--- src/rtl/button_led_ctrl.sv ---
// Front-panel button/LED controller: sync, debounce, edge detect, per-channel LED modes.
// Optional sticky press status and interrupt when LED_BTN_IRQ_EN is defined.
module button_led_ctrl #(
  parameter int N_CH       = 4,
  parameter int DEB_CYCLES = 16'd50000,
  parameter int BLINK_W    = 24
) (
  input  logic                clk,
  input  logic                resetn,
  input  logic [N_CH-1:0]     btn_n,
  input  logic [2*N_CH-1:0]   mode,
  output logic [N_CH-1:0]     pressed,
  output logic [N_CH-1:0]     press_pulse,
  output logic [N_CH-1:0]     led
`ifdef LED_BTN_IRQ_EN
  ,
  input  logic [N_CH-1:0]     irq_clr,
  output logic [N_CH-1:0]     btn_status,
  output logic                irq
`endif
);

  localparam int CW = $clog2(DEB_CYCLES + 1);
  localparam logic [CW-1:0] CNT_LAST = CW'(DEB_CYCLES - 1);
  localparam logic [CW-1:0] CNT_SAT  = '1;

  localparam logic [1:0] MODE_DIRECT = 2'b00;
  localparam logic [1:0] MODE_TOGGLE = 2'b01;
  localparam logic [1:0] MODE_BLINK  = 2'b10;

  logic [N_CH-1:0]    sync_meta;
  logic [N_CH-1:0]    sync;
  logic [CW-1:0]      cnt     [N_CH];
  logic [CW-1:0]      cnt_nxt [N_CH];
  logic [N_CH-1:0]    accept;
  logic [N_CH-1:0]    tog;
  logic [N_CH-1:0]    led_nxt;
  logic [BLINK_W-1:0] div;

  always_comb begin
    cnt_nxt = cnt;
    accept  = '0;
    led_nxt = '0;
    for (int i = 0; i < N_CH; i++) begin
      if (sync[i] == pressed[i]) begin
        cnt_nxt[i] = '0;
      end else if (cnt[i] == CNT_LAST) begin
        accept[i]  = 1'b1;
        cnt_nxt[i] = '0;
      end else if (cnt[i] != CNT_SAT) begin
        cnt_nxt[i] = cnt[i] + CW'(1);
      end

      // Toggle mode shows the value tog takes on this same edge.
      case (mode[2*i +: 2])
        MODE_DIRECT: led_nxt[i] = pressed[i];
        MODE_TOGGLE: led_nxt[i] = tog[i] ^ press_pulse[i];
        MODE_BLINK:  led_nxt[i] = div[BLINK_W-1];
        default:     led_nxt[i] = 1'b0;
      endcase
    end
  end

  always_ff @(posedge clk) begin
    if (!resetn) begin
      sync_meta   <= '0;
      sync        <= '0;
      cnt         <= '{default: '0};
      pressed     <= '0;
      press_pulse <= '0;
      tog         <= '0;
      div         <= '0;
      led         <= '0;
    end else begin
      sync_meta   <= ~btn_n;
      sync        <= sync_meta;
      cnt         <= cnt_nxt;
      pressed     <= pressed ^ accept;
      press_pulse <= accept & sync;
      tog         <= tog ^ press_pulse;
      div         <= div + BLINK_W'(1);
      led         <= led_nxt;
    end
  end

`ifdef LED_BTN_IRQ_EN
  // A press arriving together with a clear keeps the flag set.
  always_ff @(posedge clk) begin
    if (!resetn) begin
      btn_status <= '0;
      irq        <= 1'b0;
    end else begin
      btn_status <= (btn_status & ~irq_clr) | press_pulse;
      irq        <= |btn_status;
    end
  end
`endif

endmodule

--- config.mk ---
export PLATFORM = sky130hd
export DESIGN_NAME = button_led_ctrl
export DESIGN_NICKNAME = d
export VERILOG_FILES = /design/src/rtl/button_led_ctrl.sv
export SDC_FILE = /design/constraint.sdc
export NUM_CORES = 1
export LEC_CHECK = 0
export CAP_MARGIN = 10
export CORE_MARGIN = 2
export CORE_UTILIZATION = 34
export CTS_CLUSTER_DIAMETER = 40
export DETAILED_ROUTE_END_ITERATION = 12
export PLACE_DENSITY = 0.6
export SLEW_MARGIN = 40
export SYNTH_ARGS = -nofsm -noshare
export SYNTH_HDL_FRONTEND = slang
export SYNTH_SLANG_ARGS = --single-unit
--- constraint.sdc ---
create_clock -name clk -period 3.65 [get_ports clk]
set_input_delay 0.9125 -clock clk [delete_from_list [all_inputs] [get_ports clk]]
set_output_delay 0.9125 -clock clk [all_outputs]
set_load 0.02 [all_outputs]
==> results_dict.tcl, run 1 <==
set metrics [dict create \
    status "finished clean" \
    drt_first_pass_iters 5 \
    rows 44 \
    required_ps 3900 \
    synthMuxAreaShare_pct 2.97 \
    ios 26 \
    die_h_um 126 \
    htree_levels 3 \
    die-area_sq_um 15800 \
    drive_gt1_share_pct 4.50 \
    syn_area_sq_um 5050 \
    grt_pass1_wl_um 18400 \
    worstSetupStartpointType "input port" \
    yosysSeqAreaShare_pct 44.4 \
    wl_per_cell_um 13.4 \
    clockBufferDepth 2 \
    cts-resized-gates 0 \
    hold_viol 0 \
    yosys_warnings 0 \
    insertedDiodeCount 0 \
    crit_arrival_ps 2700 \
    avgSynthCellArea_sq_um 8.44 \
    fin_total_pwr_mw 2.24 \
    path_clk_slew_ps 70 \
    die_w_um 126 \
    synth_top_family_by_area "simple AND/OR/NAND/NOR gates" \
    ys_seq_elements 112 \
    r2r_cells 6 \
    antenna_found_initial 0 \
    core-area_sq_um 14500 \
    fin_setup_tns_ps 0 \
    holdCritPathClass "reg2reg" \
    dp_hpwl_um 7540 \
    timing.rr.start "cnt[0]$_SDFFE_PP0P_" \
    synth_cell_types 35 \
    rsz0062_at_grt "false" \
    startpoint "resetn" \
    start_util_pct 34.7 \
    cp-end-kind "flip-flop" \
    clock-sinks 112 \
    reg2reg_to "cnt[1]$_SDFFE_PP0P_" \
    grt_pass1_vias 4078 \
    powerDensity_nw_per_um2 387 \
    synth_fa_ha_area_share_pct 1.24 \
    postRouteAntennaNets 0 \
    via_count 4435 \
    fin_nets 636 \
    syn_nets 617 \
    root_buffer "clkbuf_16" \
    post_cts_buffers 0 \
    syn_to_final_growth_pct 14.5 \
    period_needed_ps 2450 \
    yosys.area_share.simple_pct 31.8 \
    fin_crit_sh_pct 67.2 \
    wl_um 10800 \
    grt_max_degree 38 \
    synth-compound-area-share_pct 11.7 \
    drc 0 \
    r2r_setup_slack_ps 1450 \
    clock_skew_ps 8.85 \
    worstSetupPathType "in2reg" \
    cts_hold_buffers 0 \
    numCtsBuffers 9 \
    portBuffers 25 \
    cp-endpoint "cnt[8]$_SDFFE_PP0P_" \
    cts_tree "yes" \
    cp_max_fo 16 \
    clock_latency_ps 350 \
    gp_congestion 0.838 \
    maxSlewHeadroom_pct 55.4 \
    grt_overflow_total 0 \
    grt_usage_pct 13.9 \
    drt-initial-drc-count 470 \
    drv_cap 0 \
    synth-xor-area-share_pct 5.03 \
    p_leak_nw 1.79 \
    peakVddDrop_mv 0.212 \
    drv_slew 0 \
    synthCells 598 \
    fmax_mhz 408 \
    worst_slew_pin_slew_ps 663 \
    setup_viol 0 \
    via_per_inst 5.50 \
]
layout by cell type, fill, tap and decap left out, types with 5 or more instances in the layout:
cell,n
dfxtp_1,112
o31ai_1,15
nor4_1,12
and4_1,7
buf_4,5
nor2_1,77
nor4b_1,5
nand4_1,33
nand2_1,33
a31oi_1,9
inv_1,14
or4_1,16
a211oi_1,9
clkbuf_16,9
or3_1,20
xor2_1,17
nand3_1,33
o21ai_0,20
and2_1,7
nor3_1,35
xnor2_1,12
and3_1,10
ha_1,5
clkdlybuf4s50_1,25
a21oi_1,42
mux2i_1,15
layout make-up:
type / count / area (sq um)
fillers: 1456 / 8750
clock inverters: 6 / 50.0
well taps: 184 / 230
clock buffers: 10 / 239
repair buffers: 30 / 288
inverters: 14 / 52.6
flip-flops and latches: 112 / 2240
multi-input cells: 450 / 2680
cells by family (layout without fill, tap and decap cells):
kind of cell,count (synthesis),after routing
fa+ha+maj,5,5
buf+inv,36,60
xor+xnor,29,29
simple gates,301,301
mux,15,15
compound gates,100,100
flops,112,112
worst min path at each step:
| stage | start | slack, ps | endpoint | cells after the start |
|---|---|---|---|---|
| floorplan | sync_meta[0]$_SDFF_PN0_ | 410 | sync[0]$_SDFF_PN0_ | 1 |
| global placement | sync[0]$_SDFF_PN0_ | 450 | press_pulse[0]$_SDFF_PN0_ | 2 |
| detailed placement | sync[1]$_SDFF_PN0_ | 460 | press_pulse[1]$_SDFF_PN0_ | 2 |
| CTS | sync_meta[3]$_SDFF_PN0_ | 470 | sync[3]$_SDFF_PN0_ | 1 |
| global route | sync[0]$_SDFF_PN0_ | 500 | press_pulse[0]$_SDFF_PN0_ | 2 |
| finish | sync[0]$_SDFF_PN0_ | 470 | press_pulse[0]$_SDFF_PN0_ | 2 |
where the power goes:
group,internal (mW),switching (mW)
clock network,0.491,0.462
logic,0.0210,0.0231
registers,1.23,0.00922
metal layers:
metal  vias up  share of wire, %  global-route usage (%)
li1       2255                 -                       -
met3        10               4.0                    4.50
met1      2092                49                    17.8
met4         0               1.0                    3.88
met2        78                46                    22.8
met5         -                 0                       0
cell usage after synthesis:
library cell / instances / share of area, %
or4_1: 16 / 2.4
o31ai_1: 15 / 2.2
buf_2: 5 / 0.50
o21ai_0: 20 / 2.0
nor2_1: 77 / 5.7
dfxtp_1: 112 / 44
or2_2: 3 / 0.37
ha_1: 5 / 1.2
o211a_1: 2 / 0.40
nor4bb_1: 3 / 0.59
nor4b_1: 5 / 0.87
xor2_1: 17 / 2.9
and3_1: 10 / 1.2
and4b_1: 2 / 0.40
a31oi_1: 9 / 1.1
nand2_1: 33 / 2.5
xnor2_1: 12 / 2.1
a2111oi_0: 1 / 0.17
nand4_2: 1 / 0.25
inv_1: 14 / 1.0
nor4_1: 14 / 1.7
a21oi_1: 42 / 4.2
and4_1: 7 / 1.2
and2_1: 7 / 0.87
nand3_1: 33 / 3.3
or3_1: 20 / 2.5
buf_1: 1 / 0.074
nand4_1: 33 / 4.1
a41oi_1: 2 / 0.35
a211oi_1: 9 / 1.3
clkbuf_1: 16 / 1.2
nor3b_1: 1 / 0.15
mux2i_1: 15 / 3.0
nor4_2: 1 / 0.25
nor3_1: 35 / 3.5
per-stage QoR:
step,hold WS (ps),util [%],cell area (sq um),setup WS (ps),cells
global placement,454,37.7,5480,885,790
CTS,469,39.7,5770,1200,806
finish,474,39.8,5780,1200,806
global route,496,39.8,5780,1020,806
detailed placement,456,37.7,5480,811,790
floorplan,412,-,5050,1760,598
flip-flops by register name, indices dropped and copies added, names as in the netlist, named ones only:
signal       flops
cnt             64
div             24
led              4
press_pulse      4
sync             4
sync_meta        4
tog              4
worst max-delay path, cell delays in order:
cell and delay [ps]:
clkdlybuf4s50_1 810, nand3_1 600, a211oi_1 370
Power figures use the tool's default switching activity.
==> run 2: changes to the inputs <==
Clock period 3.65 ns to 2.5 ns, I/O delays scaled along.
==> run 2 against run 1 <==
Global-route usage up 0.099 points. Sequential power is 46% higher. Register-to-register slack worse by 960 ps. First-iteration DRC count shrank 30%. Sequential share of layout area is 0.51 points lower. Design area rose by 1.3%. Die area did not move. Critical path depth is 2 lower. Sequential cell count did not move. Via count up 0.38%. Combinational power up 62%. Worst hold slack worse by 22 ps. Critical endpoint is now pressed[1].
==> results_dict.tcl, run 2 (synthesis gave the netlist of run 1 again) <==
set metrics [dict create \
    hold_viol 0 \
    postRouteAntennaNets 0 \
    cpLargestDelayFamily "buffers and inverters" \
    cp-end-kind "output pin" \
    grt_max_degree 34 \
    drc 0 \
    layout_common_cells "dfxtp_1, nor2_1, a21oi_1, nor3_1" \
    numCtsBuffers 9 \
    path_cells "clkdlybuf4s50_1" \
    start_util_pct 34.7 \
    antenna_found_initial 0 \
    dp_hpwl_um 7660 \
    htree_levels 3 \
    powerDensity_nw_per_um2 570 \
    peakVddDrop_mv 0.338 \
    clock-sinks 112 \
    rsz0062_at_grt "false" \
    r2r_setup_slack_ps 490 \
    holdWs_ps 452 \
    maxSlewHeadroom_pct 64.6 \
    root_buffer "clkbuf_16" \
    via_count 4452 \
    r2r_cells 5 \
    grt_pass1_wl_um 18700 \
    clock_skew_ps 5.69 \
    clockBufferDepth 2 \
    top_register "cnt" \
    max_stage_delay_ps 680 \
    whs_path_depth 1 \
    drt_first_pass_iters 5 \
    holdCritPathClass "reg2reg" \
    core-area_sq_um 14500 \
    worstSetupPathType "reg2out" \
    portBuffers 25 \
    fin_setup_tns_ps 0 \
    grt_usage_pct 14.0 \
    cp_max_fo 5 \
    reg2reg_to "cnt[10]$_SDFFE_PP0P_" \
    nFillCells 1498 \
    dp_cells 798 \
    worst_slew_pin_slew_ps 527 \
    via_per_inst 5.47 \
    multi_input_area_sq_um 2670 \
    die_w_um 126 \
    final_common_cell "dfxtp_1" \
    fin_crit_sh_pct 84.6 \
    whs_endpoint "sync[3]$_SDFF_PN0_" \
    p_leak_nw 1.84 \
    cts_tree "yes" \
    status "finished clean" \
    drive_gt1_share_pct 5.24 \
    setup_viol 0 \
    die-area_sq_um 15800 \
    worstSetupStartpointType "flip-flop" \
    ios 26 \
    drt-initial-drc-count 329 \
    cts-resized-gates 0 \
    largest_reg_flops 64 \
    fin_total_pwr_mw 3.34 \
    largestRegisters "cnt: 64 flops, div: 24 flops" \
    required_ps 1880 \
    rows 44 \
    clock_latency_ps 350 \
    insertedDiodeCount 0 \
    wl_um 11100 \
    wl_per_cell_um 13.6 \
    gp_congestion 0.775 \
    cp_num_buf_inv 1 \
    syn_to_final_growth_pct 16.0 \
    path_clk_slew_ps 70 \
    grt_overflow_total 0 \
    post_cts_buffers 0 \
    hold_path.startpoint "sync_meta[3]$_SDFF_PN0_" \
    drv_cap 0 \
    stdcell_count 814 \
    die_h_um 126 \
    fmax_mhz 473 \
    fin_nets 644 \
    crit_arrival_ps 1490 \
    timing.rr.start "cnt[0]$_SDFFE_PP0P_" \
    period_needed_ps 2120 \
    seq_area_sq_um 2240 \
    grt_pass1_vias 4224 \
    cpMaxStageDelayCell "clkdlybuf4s50_1" \
    drv_slew 0 \
    cts_hold_buffers 0 \
]
## run 2: changes by cell type in the layout (fill, tap and decap cells not counted), sizes merged
| cell | delta |
|---|---|
| buf | +8 |
| bufinv | +1 |
| clkbuf | +3 |
| clkinv | +1 |
| clkinvlp | -2 |
| inv | -3 |
## run 2: cell type report
class / instances / area share (%)
clock buffers: 13 / 4.44
clock inverters: 3 / 0.684
inverters: 14 / 0.897
multi-input cells: 450 / 45.6
flip-flops and latches: 112 / 38.3
well taps: 184 / 3.93
repair buffers: 38 / 6.15
## run 2: worst max path at each step
stage / endpoint / slack, ps / cells past startpoint
2_1_floorplan: cnt[1]$_SDFFE_PP0P_ / 610 / 7
3_3_place_gp: div[21]$_SDFF_PN0_ / 570 / 4
3_5_place_dp: cnt[10]$_SDFFE_PP0P_ / 540 / 5
4_1_cts: pressed[1] / 360 / 1
5_1_grt: pressed[1] / 350 / 1
6_report: pressed[1] / 380 / 1
## run 2: stage by stage
| step | util, % | area, sq um | setup WS [ps] |
|---|---|---|---|
| after floorplan | - | 5050 | 612 |
| after global placement | 38.2 | 5560 | 570 |
| after detailed placement | 38.2 | 5560 | 541 |
| after CTS | 40.3 | 5860 | 357 |
| after global routing | 40.3 | 5860 | 353 |
| final | 40.3 | 5860 | 385 |
## run 2: per-layer routing
| metal | up-vias | part of all wire (%) | global-route usage, % |
|---|---|---|---|
| li1 | 2264 | - | - |
| met1 | 2087 | 47 | 16.8 |
| met2 | 86 | 46 | 23.6 |
| met3 | 15 | 4.3 | 4.55 |
| met4 | 0 | 2.4 | 5.17 |
| met5 | - | 0 | 0 |
## run 2: power breakdown
group          switching (mW)  total [mW]  internal [mW]
Sequential             0.0133        1.81           1.80
Combinational          0.0356      0.0715         0.0359
Clock                   0.627        1.46          0.830
Total                   0.676        3.34           2.66
==> run 3: changes to the inputs <==
Settings changed: PLACE_DENSITY 0.6 to 0.62.
Clock period 2.5 ns to 1.7 ns, I/O delays scaled along.
==> run 3 against run 2 <==
The flow now finishes with violations (negative setup slack). Largest cell class unchanged. Utilization increased by 6.3 points. Critical endpoint is now div[21]$_SDFF_PN0_. Worst hold slack got worse by 22 ps. Design area increased by 16%.
==> results_dict.tcl, run 3 (synthesis gave the netlist of run 1 again) <==
set metrics [dict create \
    crit_top_cell "or4_4" \
    peakVddDrop_mv 0.501 \
    ios 26 \
    largest_reg_flops 64 \
    fmax_mhz 585 \
    rsz0062_at_grt "true" \
    grt_pass1_wl_um 19300 \
    path_cells "nand4_4, or4_4, or4_4, a21oi_2" \
    final_common_cell "dfxtp_1" \
    power.switching_mw 1.01 \
    post-place-ws_ps -7.65 \
    top_register "cnt" \
    cp_num_buf_inv 0 \
    timing.rr.start "div[8]$_SDFF_PN0_" \
    status "finished with violations" \
    syn_to_final_growth_pct 34.0 \
    switching_share_pct 20.2 \
    clock_skew_ps 13.0 \
    whs_path_depth 1 \
    grt_pass1_vias 4385 \
    path_clk_slew_ps 80 \
    clock_latency_ps 350 \
    cts_tree "yes" \
    via_count 4793 \
    pwr-share-comb_pct 2.7 \
    cts_hold_buffers 0 \
    fin_nets 725 \
    setup_viol 1 \
    seqPwrFrac_pct 53.0 \
    powerDensity_nw_per_um2 738 \
    root_buffer "clkbuf_16" \
    drt-initial-drc-count 244 \
    grt_usage_pct 14.5 \
    cp-end-kind "flip-flop" \
    die_w_um 126 \
    hold_viol 0 \
    final_cell_area_sq_um 6770 \
    max_stage_delay_ps 590 \
    die-area_sq_um 15800 \
    worstSetupPathType "reg2reg" \
    reg2reg_to "div[21]$_SDFF_PN0_" \
    wl_um 12000 \
    drc 0 \
    clockBufferDepth 2 \
    wl_per_cell_um 13.4 \
    p_leak_nw 2.44 \
    drv_cap 0 \
    violations "negative setup slack" \
    worstSetupStartpointType "flip-flop" \
    r2r_setup_slack_ps -10 \
    insertedDiodeCount 0 \
    die_h_um 126 \
    start_util_pct 34.7 \
    setup_slack_ps -10.7 \
    portBuffers 25 \
    cell_internal_pwr_mw 3.98 \
    r2r_cells 4 \
    gp_congestion 0.845 \
    via_per_inst 5.36 \
    grt_overflow_total 0 \
    cpMaxStageDelayCell "or4_4" \
    drt_first_pass_iters 5 \
    largestRegisters "cnt: 64 flops, div: 24 flops" \
    drv_slew 0 \
    antenna_found_initial 0 \
    layout_common_cells "dfxtp_1, buf_4, nor2_1, a21oi_1" \
    whs_endpoint "sync[3]$_SDFF_PN0_" \
    period_needed_ps 1710 \
    required_ps 1980 \
    crit_arrival_ps 1990 \
    dpl_cell_area_sq_um 6090 \
    holdCritPathClass "reg2reg" \
    maxSlewHeadroom_pct 71.1 \
    p_clk_share_pct 44.3 \
    fin_crit_sh_pct 101 \
    cp_max_fo 6 \
    hold_path.startpoint "sync_meta[3]$_SDFF_PN0_" \
    drive_gt1_share_pct 23.2 \
    clock-sinks 112 \
    grt_max_degree 37 \
    worst_slew_pin_slew_ps 429 \
    htree_levels 3 \
    cpLargestDelayFamily "simple AND/OR/NAND/NOR gates" \
    numCtsBuffers 9 \
    postRouteAntennaNets 0 \
    rows 44 \
    cp.depth 4 \
    core-area_sq_um 14500 \
    dp_hpwl_um 8050 \
]
-- run 3: cell count changes in the layout (fill, tap and decap cells not counted), sizes merged --
cell and change:
clkbuf -3, buf +80, dlygate4sd2 +10, bufinv +1
dlymetal6s2s +2, clkinvlp +2, clkdlybuf4s50 -12
-- run 3: worst max-delay path by stage --
| stage | end | slack, ps | from |
|---|---|---|---|
| final | div[21]$_SDFF_PN0_ | -10 | div[8]$_SDFF_PN0_ |
| after global routing | cnt[63]$_SDFFE_PP0P_ | -80 | cnt[49]$_SDFFE_PP0P_ |
| after CTS | cnt[46]$_SDFFE_PP0P_ | 4 | cnt[32]$_SDFFE_PP0P_ |
| after detailed placement | div[21]$_SDFF_PN0_ | -8 | div[1]$_SDFF_PN0_ |
| after global placement | div[21]$_SDFF_PN0_ | 20 | div[1]$_SDFF_PN0_ |
| after floorplan | cnt[1]$_SDFFE_PP0P_ | -4 | cnt[0]$_SDFFE_PP0P_ |
-- run 3: metrics by stage --
| step | hold slack, ps | power (mW) | cells | TNS [ps] | utilization, % |
|---|---|---|---|---|---|
| global route | 470 | 5.19 | 894 | -893 | 46.5 |
| finish | 430 | 4.99 | 894 | -10.7 | 46.5 |
| detailed placement | 420 | 2.85 | 860 | -13.0 | 41.9 |
| global placement | 423 | 2.84 | 860 | 0 | 41.9 |
| floorplan | 412 | 2.76 | 598 | -6.45 | - |
| CTS | 433 | 5.08 | 875 | 0 | 44.0 |
-- run 3: power groups by stage --
| stage | combinational, mW | sequential, mW | clock [mW] |
|---|---|---|---|
| after floorplan | 0.0483 | 2.71 | 0 |
| after global placement | 0.132 | 2.71 | 0 |
| final | 0.137 | 2.64 | 2.21 |
| after detailed placement | 0.134 | 2.71 | 0 |
| after CTS | 0.135 | 2.65 | 2.29 |
| after global routing | 0.150 | 2.65 | 2.40 |
-- run 3: timing repair --
| item | 4_1_cts | 5_1_grt |
|---|---|---|
| pin swaps | 0 | 21 |
| gates resized for setup | 13 | 61 |
| gates cloned | 0 | 3 |
| setup buffers | 0 | 16 |
| endpoints found under the setup margin | 14 | 55 |
-- run 3: area by class of cell --
type | instances | area, sq um
inverters | 14 | 52.6
repair buffers | 119 | 1010
fillers | 1371 | 7770
flip-flops and latches | 112 | 2280
clock buffers | 9 | 225
clock inverters | 6 | 85.1
multi-input cells | 450 | 2880
well taps | 184 | 230
-- run 3: layer usage --
layer / up-vias / global-route usage, % / part of all wire (%)
li1: 2426 / - / -
met1: 2294 / 17.7 / 46
met2: 65 / 24.1 / 49
met3: 8 / 4.50 / 3.6
met4: 0 / 5.17 / 0.98
met5: - / 0 / 0
